$ cat src/rtl/multicycle_ctrl_pkg.sv
// rtl/multicycle_ctrl_pkg.sv - state, opcode and mux-select encodings for multicycle_controller
package multicycle_ctrl_pkg;

  typedef enum logic [3:0] {
    FETCH, DECODE, MEMADR, MEMREAD, MEMWB, MEMWRITE,
    EXECUTER, EXECUTEI, ALUWB, JAL, BRANCH, FAULT
  } state_t;

  localparam logic [6:0] OP_LW     = 7'b0000011;
  localparam logic [6:0] OP_SW     = 7'b0100011;
  localparam logic [6:0] OP_RTYPE  = 7'b0110011;
  localparam logic [6:0] OP_ITYPE  = 7'b0010011;
  localparam logic [6:0] OP_JAL    = 7'b1101111;
  localparam logic [6:0] OP_BRANCH = 7'b1100011;

  localparam logic [1:0] RES_ALUOUT    = 2'b00;
  localparam logic [1:0] RES_READDATA  = 2'b01;
  localparam logic [1:0] RES_ALURESULT = 2'b10;

  localparam logic [1:0] SRCA_PC    = 2'b00;
  localparam logic [1:0] SRCA_OLDPC = 2'b01;
  localparam logic [1:0] SRCA_REG   = 2'b10;

  localparam logic [1:0] SRCB_REG  = 2'b00;
  localparam logic [1:0] SRCB_IMM  = 2'b01;
  localparam logic [1:0] SRCB_FOUR = 2'b10;

  localparam logic [1:0] ALU_ADD   = 2'b00;
  localparam logic [1:0] ALU_SUB   = 2'b01;
  localparam logic [1:0] ALU_FUNCT = 2'b10;

  localparam logic [1:0] IMM_I = 2'b00;
  localparam logic [1:0] IMM_S = 2'b01;
  localparam logic [1:0] IMM_B = 2'b10;
  localparam logic [1:0] IMM_J = 2'b11;

  localparam logic [1:0] CAUSE_NONE    = 2'b00;
  localparam logic [1:0] CAUSE_ILLEGAL = 2'b01;
  localparam logic [1:0] CAUSE_TIMEOUT = 2'b10;

  typedef struct packed {
    logic       adr_src;
    logic       mem_write;
    logic       reg_write;
    logic       jump;
    logic [1:0] result_src;
    logic [1:0] alu_src_a;
    logic [1:0] alu_src_b;
    logic [1:0] alu_op;
  } ctrl_t;

  // Pure Moore part of the datapath controls; handshake-gated strobes are added in the top.
  function automatic ctrl_t state_ctrl(state_t s);
    ctrl_t c;
    c = '0;
    case (s)
      FETCH:    begin c.result_src = RES_ALURESULT; c.alu_src_a = SRCA_PC; c.alu_src_b = SRCB_FOUR; c.alu_op = ALU_ADD; end
      DECODE:   begin c.alu_src_a = SRCA_OLDPC; c.alu_src_b = SRCB_IMM; c.alu_op = ALU_ADD; end
      MEMADR:   begin c.alu_src_a = SRCA_REG; c.alu_src_b = SRCB_IMM; c.alu_op = ALU_ADD; end
      MEMREAD:  begin c.adr_src = 1'b1; c.result_src = RES_ALUOUT; end
      MEMWB:    begin c.result_src = RES_READDATA; c.reg_write = 1'b1; end
      MEMWRITE: begin c.adr_src = 1'b1; c.mem_write = 1'b1; end
      EXECUTER: begin c.alu_src_a = SRCA_REG; c.alu_src_b = SRCB_REG; c.alu_op = ALU_FUNCT; end
      EXECUTEI: begin c.alu_src_a = SRCA_REG; c.alu_src_b = SRCB_IMM; c.alu_op = ALU_FUNCT; end
      ALUWB:    begin c.result_src = RES_ALUOUT; c.reg_write = 1'b1; end
      JAL:      begin c.alu_src_a = SRCA_OLDPC; c.alu_src_b = SRCB_FOUR; c.result_src = RES_ALUOUT; c.jump = 1'b1; end
      BRANCH:   begin c.alu_src_a = SRCA_REG; c.alu_src_b = SRCB_REG; c.alu_op = ALU_SUB; c.result_src = RES_ALUOUT; end
      default:  c = '0;
    endcase
    return c;
  endfunction

  function automatic logic [1:0] imm_sel(logic [6:0] op);
    case (op)
      OP_SW:     return IMM_S;
      OP_BRANCH: return IMM_B;
      OP_JAL:    return IMM_J;
      default:   return IMM_I;
    endcase
  endfunction

endpackage

$ cat src/rtl/multicycle_controller_mem_wait_timer.sv
// rtl/multicycle_controller_mem_wait_timer.sv - consecutive !mem_ready counter with timeout compare
module mem_wait_timer #(
  parameter int TIMEOUT_CYCLES = 16
) (
  input  logic clk,
  input  logic rst,
  input  logic waiting,
  input  logic mem_ready,
  output logic timeout
);

  localparam logic [7:0] LIMIT = 8'(TIMEOUT_CYCLES - 1);

  logic [7:0] count;

  // Any exit from a wait state passes through mem_ready or timeout, so those clear it too.
  always_ff @(posedge clk) begin
    if (rst || !waiting || mem_ready || timeout)
      count <= '0;
    else
      count <= count + 8'd1;
  end

  assign timeout = waiting && !mem_ready && (count == LIMIT);

endmodule

$ cat src/rtl/multicycle_controller.sv
// rtl/multicycle_controller.sv - multicycle RV32I control FSM; PERF_CNT_EN adds cycle/instret counters
module multicycle_controller #(
  parameter int TIMEOUT_CYCLES = 16,
  parameter int PERF_CNT_W     = 32
) (
  input  logic                  clk,
  input  logic                  rst,
  input  logic [6:0]            op,
  input  logic [2:0]            funct3,
  input  logic                  zero,
  input  logic                  mem_ready,
  output logic                  PCWrite,
  output logic                  AdrSrc,
  output logic                  MemWrite,
  output logic                  IRWrite,
  output logic                  RegWrite,
  output logic [1:0]            ResultSrc,
  output logic [1:0]            ALUSrcA,
  output logic [1:0]            ALUSrcB,
  output logic [1:0]            ALUOp,
  output logic [1:0]            ImmSrc,
  output logic                  trap,
  output logic [1:0]            trap_cause,
  output logic [PERF_CNT_W-1:0] cycle_count,
  output logic [PERF_CNT_W-1:0] instret_count
);
  import multicycle_ctrl_pkg::*;

  state_t     state, state_n;
  ctrl_t      ctrl;
  logic [1:0] cause_n;
  logic       waiting, timeout;
  logic       unused_funct3;

  assign unused_funct3 = ^funct3[2:1];
  assign waiting = state inside {FETCH, MEMREAD, MEMWRITE};

  mem_wait_timer #(.TIMEOUT_CYCLES(TIMEOUT_CYCLES)) u_wait_timer (
    .clk       (clk),
    .rst       (rst),
    .waiting   (waiting),
    .mem_ready (mem_ready),
    .timeout   (timeout)
  );

  always_comb begin
    state_n = state;
    cause_n = CAUSE_NONE;
    case (state)
      FETCH, MEMREAD, MEMWRITE: begin
        if (mem_ready) begin
          if (state == FETCH)        state_n = DECODE;
          else if (state == MEMREAD) state_n = MEMWB;
          else                       state_n = FETCH;
        end else if (timeout) begin
          state_n = FAULT;
          cause_n = CAUSE_TIMEOUT;
        end
      end
      DECODE: begin
        case (op)
          OP_LW, OP_SW: state_n = MEMADR;
          OP_RTYPE:     state_n = EXECUTER;
          OP_ITYPE:     state_n = EXECUTEI;
          OP_JAL:       state_n = JAL;
          OP_BRANCH:    state_n = BRANCH;
          default: begin
            state_n = FAULT;
            cause_n = CAUSE_ILLEGAL;
          end
        endcase
      end
      MEMADR: begin
        if (op == OP_SW) state_n = MEMWRITE;
        else             state_n = MEMREAD;
      end
      EXECUTER, EXECUTEI, JAL: state_n = ALUWB;
      MEMWB, ALUWB, BRANCH:    state_n = FETCH;
      default:                 state_n = state;
    endcase
  end

  // Datapath selects are registered from the next state so they are glitch-free Moore outputs.
  always_ff @(posedge clk) begin
    if (rst) begin
      state      <= FETCH;
      ctrl       <= state_ctrl(FETCH);
      trap       <= 1'b0;
      trap_cause <= CAUSE_NONE;
    end else begin
      state <= state_n;
      ctrl  <= state_ctrl(state_n);
      if (state != FAULT && state_n == FAULT) begin
        trap       <= 1'b1;
        trap_cause <= cause_n;
      end
    end
  end

  assign PCWrite   = !rst && ((state == FETCH && mem_ready) ||
                              (state == BRANCH && (zero ^ funct3[0])) || ctrl.jump);
  assign IRWrite   = !rst && state == FETCH && mem_ready;
  assign MemWrite  = !rst && ctrl.mem_write;
  assign RegWrite  = !rst && ctrl.reg_write;
  assign AdrSrc    = ctrl.adr_src;
  assign ResultSrc = ctrl.result_src;
  assign ALUSrcA   = ctrl.alu_src_a;
  assign ALUSrcB   = ctrl.alu_src_b;
  assign ALUOp     = ctrl.alu_op;
  assign ImmSrc    = imm_sel(op);

`ifdef PERF_CNT_EN
  logic [PERF_CNT_W-1:0] cycle_q, instret_q;
  logic                  retire;

  assign retire = state_n == FETCH && (state inside {MEMWB, MEMWRITE, ALUWB, BRANCH});

  always_ff @(posedge clk) begin
    if (rst) begin
      cycle_q   <= '0;
      instret_q <= '0;
    end else begin
      if (state != FAULT) cycle_q <= cycle_q + PERF_CNT_W'(1);
      if (retire)         instret_q <= instret_q + PERF_CNT_W'(1);
    end
  end

  assign cycle_count   = cycle_q;
  assign instret_count = instret_q;
`else
  assign cycle_count   = '0;
  assign instret_count = '0;
`endif

endmodule

$ cat config.mk
export PLATFORM = sky130hd
export DESIGN_NAME = multicycle_controller
export DESIGN_NICKNAME = d
export VERILOG_FILES = /design/src/rtl/multicycle_ctrl_pkg.sv /design/src/rtl/multicycle_controller_mem_wait_timer.sv /design/src/rtl/multicycle_controller.sv
export SDC_FILE = /design/constraint.sdc
export NUM_CORES = 1
export LEC_CHECK = 0
export BUFFER_PORTS_ARGS = -buffer_cell sky130_fd_sc_hd__buf_4
export CAP_MARGIN = 20
export CORE_UTILIZATION = 47
export DETAILED_ROUTE_END_ITERATION = 7
export HOLD_SLACK_MARGIN = 0.15
export PLACE_DENSITY = 0.9
export SLEW_MARGIN = 10
export SYNTH_ARGS = -nofsm -noshare
export SYNTH_HDL_FRONTEND = slang
export SYNTH_HIERARCHICAL = 1
export SYNTH_SLANG_ARGS = --single-unit
$ cat constraint.sdc
create_clock -name clk -period 2.58 [get_ports clk]
set_clock_uncertainty 0.1 [all_clocks]
set_input_delay 0.258 -clock clk [delete_from_list [all_inputs] [get_ports clk]]
set_output_delay 0.258 -clock clk [all_outputs]
set_load 0.05 [all_outputs]
==> impl_summary.log, run 1 <==
[metrics] run status: finished clean
[metrics] reported net switching power: 899 uW
[metrics] Critical Path AT: 2.47 ns
[metrics] worst setup path start: u_wait_timer/count[0]
[metrics] capture point of the critical path: ALUSrcB[0]
[metrics] total die area: 4570 um^2
[metrics] stages on the worst setup path: 7
[metrics] area added between synthesis and finish: 1.24%
[metrics] #FFs+latches synth: 27
[metrics] post-synthesis sequential area ratio: 26.7%
[metrics] cell area after layout: 2050 um^2
[metrics] most frequent cells in the layout: sky130_fd_sc_hd__conb_1 (64), sky130_fd_sc_hd__buf_4 (34), sky130_fd_sc_hd__dfxtp_1 (25)
[metrics] ordered list of cells on the worst path: ha_2, nand3_1, and4bb_2, or4b_4, nand2_4, nand4_1, a221oi_2
[metrics] WL per Instance: 10.9 um
[metrics] kind of capture point of the worst setup path: flip-flop
[metrics] Num CTS Buffers: 3
[metrics] number of standard cells after synthesis: 238
[metrics] R2R depth: 7
[metrics] Clock Pin Slew Worst Setup and Hold Paths: 0.09 ns
[metrics] power density relative to cell area: 880 nW/um^2
[metrics] worst reg2reg startpoint: u_wait_timer/count[0]
[metrics] core area: 4060 um^2
[metrics] final period utilization: 92.7%
[metrics] mean instance size in the synthesized netlist: 8.51 um^2
[metrics] remaining global-route overflow: 0
[metrics] internal power of the cells: 903 uW
[metrics] combinational family with the most area after synthesis: buffers and inverters
[metrics] most frequent standard cell in the layout excluding fill and tap cells: sky130_fd_sc_hd__conb_1
[metrics] relative contribution of sequential cells to total power: 29.5%
[metrics] Worst Path Buf+Inv: 0
[metrics] async set-or-reset flop fraction in the synthesized netlist: 0%
[metrics] final setup vio count: 0
[metrics] Detail Placement HPWL: 2650 um
[metrics] R2R setup slack: 0.19 ns
[metrics] pin count of the biggest net entering global routing: 17
[metrics] minimum hold slack: 0.177 ns
[metrics] I/O Buffers: 29
[metrics] initial antenna violation count: 0
[metrics] final slew viol count: 0
[metrics] number of different library cells in the post-synthesis netlist: 53
[metrics] top flip-flop cell by instance count after synthesis: sky130_fd_sc_hd__dfxtp_1
[metrics] Hold Vio Cnt, Final: 0
[metrics] first-pass iteration count of the detailed router: 4
[metrics] standard cell area after detailed placement: 1980 um^2
[metrics] delay-heaviest family, CP: simple AND/OR/NAND/NOR gates
[metrics] r2r endpoint: ALUSrcB[0]
[metrics] die height: 67.6 um
[metrics] area of the mapped netlist: 2020 um^2
[metrics] mux contribution to synthesized area: 1.11%
[metrics] starting density of the core: 49.9%
[metrics] required time at the worst-slack endpoint: 2.66 ns
[metrics] clk sink count: 27
[metrics] setup repair after global routing missed its margin: false
[metrics] final wirelength: 3360 um
[metrics] # DRC: 0
[metrics] adder-cell share of the synthesized area: 1.11%
[metrics] wire length of the first global-routing pass: 5480 um
[metrics] worst-case clock buffer depth: 2
[metrics] number of flops mapped to enable cells by yosys: 0
[metrics] clk_lat worst skew: 0.27 ns
[metrics] share of layout cells above drive strength 1: 24.7%
[metrics] switching part of the total: 49.9%
[metrics] path category of the worst min-delay check: primary input to flip-flop
[metrics] global placer's final weighted congestion: 0.882
[metrics] minimum clock period: 2.39 ns
[metrics] part of the power in combinational logic: 57.2%
[metrics] peak fanout along the critical path: 6
[metrics] library cell contributing the largest single delay on the critical path: sky130_fd_sc_hd__or4b_4
[metrics] area share of and/or/nand/nor cells after synthesis: 23.1%
[metrics] CTS tree: done
[metrics] via density per instance: 4.80
[metrics] CP max stage delay: 0.52 ns
[metrics] standard-cell rows: 23
[metrics] f_max: 0.418 GHz
[metrics] number of DRC markers in iteration 0: 55
[metrics] worst voltage drop across the vdd grid: 321 uV
[metrics] Crit Path Class: flip-flop to flip-flop
[metrics] part of the power in the clock network: 13.3%
[metrics] setup total negative slack: 0 ns
[metrics] leakage: 0.000916 uW
[metrics] maxcap violations: 0
[metrics] vias in the first global route: 1,244
[metrics] Net count, final: 275
[metrics] root buf cell: sky130_fd_sc_hd__clkbuf_8
[metrics] post-route antenna net violation count: 0
[metrics] compound-gate portion of the synthesized area: 15.5%
[metrics] diode insertion count for antenna repair: 0
[metrics] xor/xnor share of the synthesized area: 1.73%
[metrics] Boundary Pins: 96
[metrics] final cell utilization of the core: 50.5%
[metrics] warnings from Yosys: 6
[metrics] critical path launch point type: flip-flop
[metrics] die width: 67.6 um
[metrics] CTS HTree Levels: 1
[metrics] total routing resource utilization after global routing: 15.5%
[metrics] count of vias placed by the detailed router: 1,483
layout make-up:
class	count	area, um^2
fillers	386	2010
inverters	8	30.0
clock buffers	3	41.3
repair buffers	34	255
multi-input cells	186	1110
clock inverters	1	7.51
well taps	50	62.6
flip-flops and latches	27	543
synthesized netlist by cell type, types with 2 or more instances:
cell type	n	area (um^2)
sky130_fd_sc_hd__a21oi_1	10	50.1
sky130_fd_sc_hd__dfxtp_1	27	541
sky130_fd_sc_hd__o21ai_1	3	15.0
sky130_fd_sc_hd__nand3_1	10	50.1
sky130_fd_sc_hd__buf_4	74	556
sky130_fd_sc_hd__nor2_1	15	56.3
sky130_fd_sc_hd__and3b_1	2	17.5
sky130_fd_sc_hd__xnor2_1	2	17.5
sky130_fd_sc_hd__nor3_1	4	20.0
sky130_fd_sc_hd__inv_1	8	30.0
sky130_fd_sc_hd__and4bb_2	2	25.0
sky130_fd_sc_hd__a21oi_2	4	35.0
sky130_fd_sc_hd__o21ai_0	8	40.0
sky130_fd_sc_hd__nor4_2	2	25.0
sky130_fd_sc_hd__nand2b_1	2	12.5
sky130_fd_sc_hd__and2_1	2	12.5
sky130_fd_sc_hd__nand2_1	8	30.0
sky130_fd_sc_hd__buf_2	3	15.0
sky130_fd_sc_hd__clkbuf_1	2	7.51
sky130_fd_sc_hd__or3_1	4	25.0
sky130_fd_sc_hd__nand4_1	4	25.0
sky130_fd_sc_hd__o221a_1	2	22.5
sky130_fd_sc_hd__xor2_1	2	17.5
sky130_fd_sc_hd__nor2b_1	5	31.3
sky130_fd_sc_hd__o21a_1	3	22.5
sky130_fd_sc_hd__a31oi_1	3	18.8
power groups by stage:
stage          logic, uW  clock network (uW)  registers [uW]
3_3_place_gp         991                   0             535
2_1_floorplan        916                   0             569
4_1_cts             1020                 245             530
3_5_place_dp        1010                   0             539
6_report            1030                 239             532
5_1_grt             1110                 263             540
routing by layer:
layer,routed length [um],share of wire [%],GRT usage [%]
met5,0,0,0
met4,33,0.98,5.32
met3,288,8.6,2.70
met2,1640,49,26.7
met1,1400,42,19.1
worst min-delay path by stage:
stage,to,cells after the start,from
after floorplan,ctrl[8],1,rst
after global placement,trap,1,trap
after detailed placement,trap,1,trap
after CTS,ALUOp[0],2,rst
after global routing,ALUSrcB[0],2,rst
final,ALUOp[0],2,rst
cells by family (layout without fill, tap and decap cells):
logic type / after synthesis / in the layout
xor+xnor: 4 / 4
flops: 27 / 27
mux: 1 / 1
fa+ha+maj: 2 / 2
other cells: 1 / 64
compound gates: 42 / 42
buf+inv: 88 / 46
simple gates: 73 / 73
registers in the layout (all words and copies together) (netlist names):
name,cells
ALUOp,2
ALUSrcA,2
ALUSrcB,2
AdrSrc,1
ResultSrc,2
ctrl,3
state,4
trap,1
trap_cause,2
u_wait_timer/count,8
per-stage QoR:
step / setup WS [ns] / total power (uW) / cells
after floorplan: 0.349 / 1480 / 301
after global placement: 0.231 / 1530 / 304
after detailed placement: 0.116 / 1550 / 304
after CTS: 0.0774 / 1790 / 308
after global routing: 0.0315 / 1910 / 309
final: 0.189 / 1800 / 309
repair_timing:
item	CTS	global route
setup endpoints to repair	0	4
resized for setup	0	5
setup buffers	0	1
hold buffers	0	0
(Power assumes the default switching activity.)
==> run 2: changes to the inputs <==
- CORE_UTILIZATION: 47 -> 46
- PLACE_DENSITY: 0.9 -> not set
- PLACE_DENSITY_LB_ADDON: not set -> 0.1
==> run 2 against run 1 <==
- worst hold slack gained 0.010 ns
- critical path depth grew 3
- fmax up 0.73%
- clock power is essentially flat
- die area is 2.1% higher
- largest power group unchanged
==> impl_summary.log, run 2 (synthesis results as in run 1) <==
[metrics] run status: finished clean
[metrics] Critical Path AT: 2.47 ns (about the same)
[metrics] switching part of the total: 49.7% (-0.23 points)
[metrics] relative contribution of sequential cells to total power: 29.1% (-0.4 points)
[metrics] clk_lat worst skew: 0.27 ns (about the same)
[metrics] cell area after layout: 2050 um^2 (about the same)
[metrics] die height: 68.3 um (+1.0%)
[metrics] number of stages on the worst hold path: 2 (unchanged)
[metrics] final wirelength: 3310 um (-1.5%)
[metrics] power density relative to cell area: 878 nW/um^2 (-0.18%)
[metrics] # DRC: 0 (unchanged)
[metrics] critical path launch point type: flip-flop
[metrics] Clock Pin Slew Worst Setup and Hold Paths: 0.10 ns (about the same)
[metrics] r2r endpoint: ALUSrcB[0]
[metrics] first-pass iteration count of the detailed router: 4 (unchanged)
[metrics] Hold Vio Cnt, Final: 0 (unchanged)
[metrics] final period utilization: 92.0% (-0.67 points)
[metrics] reported net switching power: 894 uW (-0.58%)
[metrics] most frequent cells in the layout: sky130_fd_sc_hd__conb_1 (64), sky130_fd_sc_hd__buf_4 (36), sky130_fd_sc_hd__dfxtp_1 (27)
[metrics] CTS tree: done
[metrics] maxcap violations: 0 (unchanged)
[metrics] standard-cell rows: 23 (unchanged)
[metrics] kind of capture point of the worst setup path: flip-flop
[metrics] source of the worst hold timing path: rst
[metrics] WL per Instance: 10.6 um (-2.1%)
[metrics] area added between synthesis and finish: 1.30% (about the same)
[metrics] standard cell area after detailed placement: 2000 um^2 (+1.1%)
[metrics] number of DRC markers in iteration 0: 41 (-25%)
[metrics] CTS HTree Levels: 1 (unchanged)
[metrics] starting density of the core: 49.2% (-0.70 points)
[metrics] internal power of the cells: 906 uW (+0.34%)
[metrics] core area: 4120 um^2 (+1.4%)
[metrics] number of hold-repair buffers added at the cts stage: 0 (unchanged)
[metrics] setup total negative slack: 0 ns (unchanged)
[metrics] remaining global-route overflow: 0 (unchanged)
[metrics] worst reg2reg startpoint: state[1]
[metrics] Detail Placement HPWL: 2540 um (-4.4%)
[metrics] total die area: 4670 um^2 (+2.1%)
[metrics] clk sink count: 27 (unchanged)
[metrics] Net count, final: 277 (+0.73%)
[metrics] Resized cells post-CTS: 0 (unchanged)
[metrics] root buf cell: sky130_fd_sc_hd__clkbuf_8
[metrics] path category of the worst min-delay check: primary input to flip-flop
[metrics] vias in the first global route: 1,141 (-8.3%)
[metrics] minimum clock period: 2.37 ns (-0.0174 ns)
[metrics] wire length of the first global-routing pass: 5220 um (-4.8%)
[metrics] final setup vio count: 0 (unchanged)
[metrics] registers with the most flip-flops: u_wait_timer/count (8), state (4), ctrl (3)
[metrics] die width: 68.3 um (+1.0%)
[metrics] library cell contributing the largest single delay on the critical path: sky130_fd_sc_hd__dfxtp_1
[metrics] worst voltage drop across the vdd grid: 376 uV (+17%)
[metrics] R2R depth: 10 (+3)
[metrics] Crit Path Class: flip-flop to flip-flop
[metrics] most frequent standard cell in the layout excluding fill and tap cells: sky130_fd_sc_hd__conb_1
[metrics] part of the power in combinational logic: 57.5% (+0.3 points)
[metrics] initial antenna violation count: 0 (unchanged)
[metrics] peak fanout along the critical path: 5 (-1)
[metrics] ordered list of cells on the worst path: xor2_1, a21oi_1, nor2_1, and4bb_2, nor3_1, a21oi_2, o32ai_2, and2b_1, a31oi_1, a221oi_2
[metrics] f_max: 0.421 GHz (+0.73%)
[metrics] count of vias placed by the detailed router: 1,451 (-2.2%)
[metrics] Hold Path End: ALUSrcB[0]
[metrics] setup repair after global routing missed its margin: false
[metrics] via density per instance: 4.67 (-2.8%)
[metrics] global placer's final weighted congestion: 0.863 (-2.2%)
[metrics] part of the power in the clock network: 13.4% (about the same)
[metrics] post-route antenna net violation count: 0 (unchanged)
[metrics] pin count of the biggest net entering global routing: 17 (unchanged)
[metrics] diode insertion count for antenna repair: 0 (unchanged)
[metrics] required time at the worst-slack endpoint: 2.67 ns (about the same)
[metrics] R2R setup slack: 0.21 ns (+0.02 ns)
[metrics] total routing resource utilization after global routing: 14.7% (-0.84 points)
[metrics] Boundary Pins: 96 (unchanged)
[metrics] CP max stage delay: 0.36 ns (-0.16 ns)
[metrics] worst-case clock buffer depth: 2 (unchanged)
[metrics] number of flip-flops in the largest register: 8 (unchanged)
[metrics] final slew viol count: 0 (unchanged)
[metrics] post-CTS setup repair buffer count: 0 (unchanged)
[metrics] I/O Buffers: 29 (unchanged)
[metrics] Num CTS Buffers: 3 (unchanged)
[metrics] register name with the most flops: u_wait_timer/count
[metrics] leakage: 0.000929 uW (+1.4%)
[metrics] share of layout cells above drive strength 1: 23.4% (-1.3 points)
run 2: worst max-delay path: cells and delay by family, from the launching register on:
family          cells  cell delay, ns
flops               1            0.36
compound gates      5            0.85
xor+xnor            1            0.17
simple gates        4            0.82
run 2: worst max path at each step:
stage	start	to	slack, ns	cells past startpoint
floorplan	u_wait_timer/count[0]	ALUSrcB[1]	0.35	8
global placement	state[1]	ALUSrcB[0]	0.25	10
detailed placement	state[1]	ALUSrcB[0]	0.25	10
CTS	state[1]	ALUSrcB[0]	0.21	10
global route	state[1]	ALUSrcB[0]	0.06	10
finish	state[1]	ALUSrcB[0]	0.21	10
run 2: metal layers:
metal  global-route usage [%]  part of all wire (%)
met2                     21.6                    43
met5                        0                     0
met4                     6.25                   1.0
met1                     22.0                    51
met3                    0.500                   5.3
run 2: final cells by class:
type                    count  area (um^2)
fillers                   397         2060
multi-input cells         186         1100
flip-flops and latches     27          541
repair buffers             36          270
well taps                  50         62.6
clock buffers               3         41.3
inverters                   8         30.0
clock inverters             1         5.00
run 2: power groups by stage:
stage	sequential, uW	combinational (uW)	clock (uW)
2_1_floorplan	569	916	0
3_3_place_gp	532	1030	0
3_5_place_dp	534	1030	0
4_1_cts	525	1030	245
5_1_grt	533	1110	262
6_report	523	1040	241
run 2: metrics by stage:
| stage | setup slack, ns | total power, uW | hold slack [ns] | std cells | utilization [%] |
|---|---|---|---|---|---|
| 6_report | 0.206 | 1800 | 0.188 | 311 | 49.8 |
| 5_1_grt | 0.0605 | 1910 | 0.189 | 311 | 49.8 |
| 4_1_cts | 0.214 | 1800 | 0.183 | 311 | 49.8 |
| 3_5_place_dp | 0.248 | 1560 | 0.371 | 307 | 48.7 |
| 3_3_place_gp | 0.253 | 1560 | 0.361 | 307 | 48.7 |
| 2_1_floorplan | 0.349 | 1480 | 0.228 | 301 | - |
==> run 3: changes to the inputs <==
- CORE_MARGIN: not set -> 10
- RECOVER_POWER: not set -> 25
- SETUP_SLACK_MARGIN: not set -> 0.15
==> run 3 against run 2 <==
- global-route usage fell by 4.1 points
- via count is 0.28% lower
- register-to-register slack improved by 0.06 ns
- core utilization is 2.3 points lower
- largest cell class unchanged
- largest power group unchanged
- combinational power barely moved
- critical path type unchanged
- clock power increased by 3%
==> impl_summary.log, run 3 (synthesis results as in run 1) <==
[metrics] starting density of the core: 47.1% (-2.0 points)
[metrics] CTS HTree Levels: 1 (unchanged)
[metrics] setup total negative slack: 0 ns (unchanged)
[metrics] f_max: 0.433 GHz (+2.7%)
[metrics] kind of capture point of the worst setup path: flip-flop
[metrics] internal power of the cells: 877 uW (-3.2%)
[metrics] area added between synthesis and finish: 0.742%
[metrics] setup slack of the critical path after layout: 0.268 ns (+0.0620 ns)
[metrics] count of vias placed by the detailed router: 1,447 (-0.28%)
[metrics] pin count of the biggest net entering global routing: 17 (unchanged)
[metrics] area of the multi-input gates: 1120 um^2 (+1.8%)
[metrics] Hold Vio Cnt, Final: 0 (unchanged)
[metrics] worst voltage drop across the vdd grid: 346 uV (-8.0%)
[metrics] most frequent cells in the layout: sky130_fd_sc_hd__conb_1 (64), sky130_fd_sc_hd__buf_4 (25), sky130_fd_sc_hd__dfxtp_1 (23)
[metrics] count of fill cells added during filler insertion: 460 (+16%)
[metrics] standard-cell rows: 24 (+4.3%)
[metrics] ordered list of cells on the worst path: xor2_2, a21oi_2, nor2_1, and4bb_2, nor3_2, a21oi_2, o32ai_2, and2b_2, a31oi_1, a221oi_2
[metrics] Net count, final: 277 (unchanged)
[metrics] path category of the worst min-delay check: primary input to flip-flop
[metrics] power density relative to cell area: 875 nW/um^2 (-0.30%)
[metrics] Clock Pin Slew Worst Setup and Hold Paths: 0.10 ns (about the same)
[metrics] final wirelength: 4160 um (+26%)
[metrics] I/O Buffers: 29 (unchanged)
[metrics] die height: 86.3 um (+26%)
[metrics] diode insertion count for antenna repair: 0 (unchanged)
[metrics] register name with the most flops: u_wait_timer/count
[metrics] Worst path most repeated cell: sky130_fd_sc_hd__a21oi_2
[metrics] most frequent standard cell in the layout excluding fill and tap cells: sky130_fd_sc_hd__conb_1
[metrics] # DRC: 0 (unchanged)
[metrics] library cell contributing the largest single delay on the critical path: sky130_fd_sc_hd__dfxtp_2
[metrics] total die area: 7450 um^2 (+60%)
[metrics] area used by sequential logic in the layout: 546 um^2 (+0.93%)
[metrics] WL per Instance: 13.3 um (+25%)
[metrics] total routing resource utilization after global routing: 10.6% (-4.1 points)
[metrics] via density per instance: 4.62 (-0.91%)
[metrics] final setup vio count: 0 (unchanged)
[metrics] part of the power in combinational logic: 56.5% (-1.0 points)
[metrics] required time at the worst-slack endpoint: 2.67 ns (about the same)
[metrics] clk sink count: 27 (unchanged)
[metrics] maxcap violations: 0 (unchanged)
[metrics] Critical Path AT: 2.40 ns (-0.07 ns)
[metrics] wire length of the first global-routing pass: 6830 um (+31%)
[metrics] non-filler instance count after layout: 313 (+0.64%)
[metrics] final cell utilization of the core: 47.5% (-2.3 points)
[metrics] final slew viol count: 0 (unchanged)
[metrics] Crit Path Class: flip-flop to flip-flop
[metrics] Relative slew margins: 59.4%
[metrics] root buf cell: sky130_fd_sc_hd__clkbuf_8
[metrics] critical path launch point type: flip-flop
[metrics] cell area after layout: 2040 um^2 (-0.55%)
[metrics] initial antenna violation count: 0 (unchanged)
[metrics] core area: 4290 um^2 (+4.3%)
[metrics] die width: 86.3 um (+26%)
[metrics] run status: finished clean
[metrics] setup slack at placement: 0.179 ns (-0.0684 ns)
[metrics] Num CTS Buffers: 3 (unchanged)
[metrics] Boundary Pins: 96 (unchanged)
[metrics] leakage: 0.000887 uW (-4.5%)
[metrics] number of DRC markers in iteration 0: 85 (+110%)
[metrics] switching part of the total: 50.9% (+1.2 points)
[metrics] number of flip-flops in the largest register: 8 (unchanged)
[metrics] CTS tree: done
[metrics] number of hold-repair buffers added at the cts stage: 0 (unchanged)
[metrics] minimum clock period: 2.31 ns (-0.0620 ns)
[metrics] CP max stage delay: 0.37 ns (about the same)
[metrics] slew of the pin with the lowest slew margin: 0.611 ns
[metrics] global placer's final weighted congestion: 0.808 (-6.3%)
[metrics] vias in the first global route: 1,499 (+31%)
[metrics] worst-case clock buffer depth: 2 (unchanged)
[metrics] first-pass iteration count of the detailed router: 4 (unchanged)
[metrics] reported net switching power: 908 uW (+1.6%)
[metrics] relative contribution of sequential cells to total power: 29.6% (+0.5 points)
[metrics] part of the power in the clock network: 13.9% (+0.5 points)
[metrics] remaining global-route overflow: 0 (unchanged)
[metrics] share of layout cells above drive strength 1: 22.6% (-0.77 points)
[metrics] setup repair after global routing missed its margin: false
[metrics] Cells after DPL: 309 (+0.65%)
[metrics] post-route antenna net violation count: 0 (unchanged)
[metrics] peak fanout along the critical path: 5 (unchanged)
[metrics] final period utilization: 89.6% (-2.4 points)
[metrics] Detail Placement HPWL: 3400 um (+34%)
[metrics] clk_lat worst skew: 0.27 ns (about the same)
[metrics] registers with the most flip-flops: u_wait_timer/count (8), state (4), ctrl (3)
[metrics] standard cell area after detailed placement: 2010 um^2 (+0.12%)
-- run 3: power groups by stage --
stage	Sequential, uW	Combinational (uW)	Clock [uW]
final	529	1010	248
after global placement	533	1020	0
after CTS	524	1020	254
after detailed placement	534	1020	0
after global routing	538	1090	267
after floorplan	569	916	0
-- run 3: per-stage QoR --
step	power (uW)	hold WS, ns
2_1_floorplan	1480	0.228
3_3_place_gp	1560	0.358
3_5_place_dp	1560	0.361
4_1_cts	1800	0.189
5_1_grt	1900	0.207
6_report	1790	0.190
-- run 3: timing repair --
item / in CTS / in global routing
hold endpoints to repair: 0 / 0
setup buffers: 0 / 0
endpoints found under the setup margin: 0 / 13
gates resized for setup: 0 / 10
-- run 3: path summary, 6_finish.rpt --
path,start,endpoint,slack [ns],depth (start not counted)
hold / removal,rst,ALUOp[0],0.19,2
setup / recovery,state[1],ALUSrcB[0],0.27,10
setup reg to reg,state[1],ALUSrcB[0],0.27,10
hold reg to reg,trap,trap,0.38,1
-- run 3: cell type report --
class | count | share of cell area, %
inverters | 8 | 1.47
repair buffers | 36 | 11.2
clock buffers | 3 | 2.02
multi-input cells | 186 | 55.0
well taps | 52 | 3.19
flip-flops and latches | 27 | 26.7
clock inverters | 1 | 0.368
-- run 3: worst max-delay path, delay by kind of cell, from the launching register on --
family                    cells  cell delay [ns]
xor gates and xnor gates      1             0.18
AOI/OAI and AO/OA             5             0.84
DFF                           1             0.37
and+or+nand+nor               4             0.75
-- run 3: per-layer routing --
| layer | track usage (%) | wire length (um) |
|---|---|---|
| met5 | 0 | 0 |
| met4 | 3.53 | 37 |
| met3 | 3.19 | 304 |
| met2 | 16.5 | 1850 |
| met1 | 13.4 | 1960 |
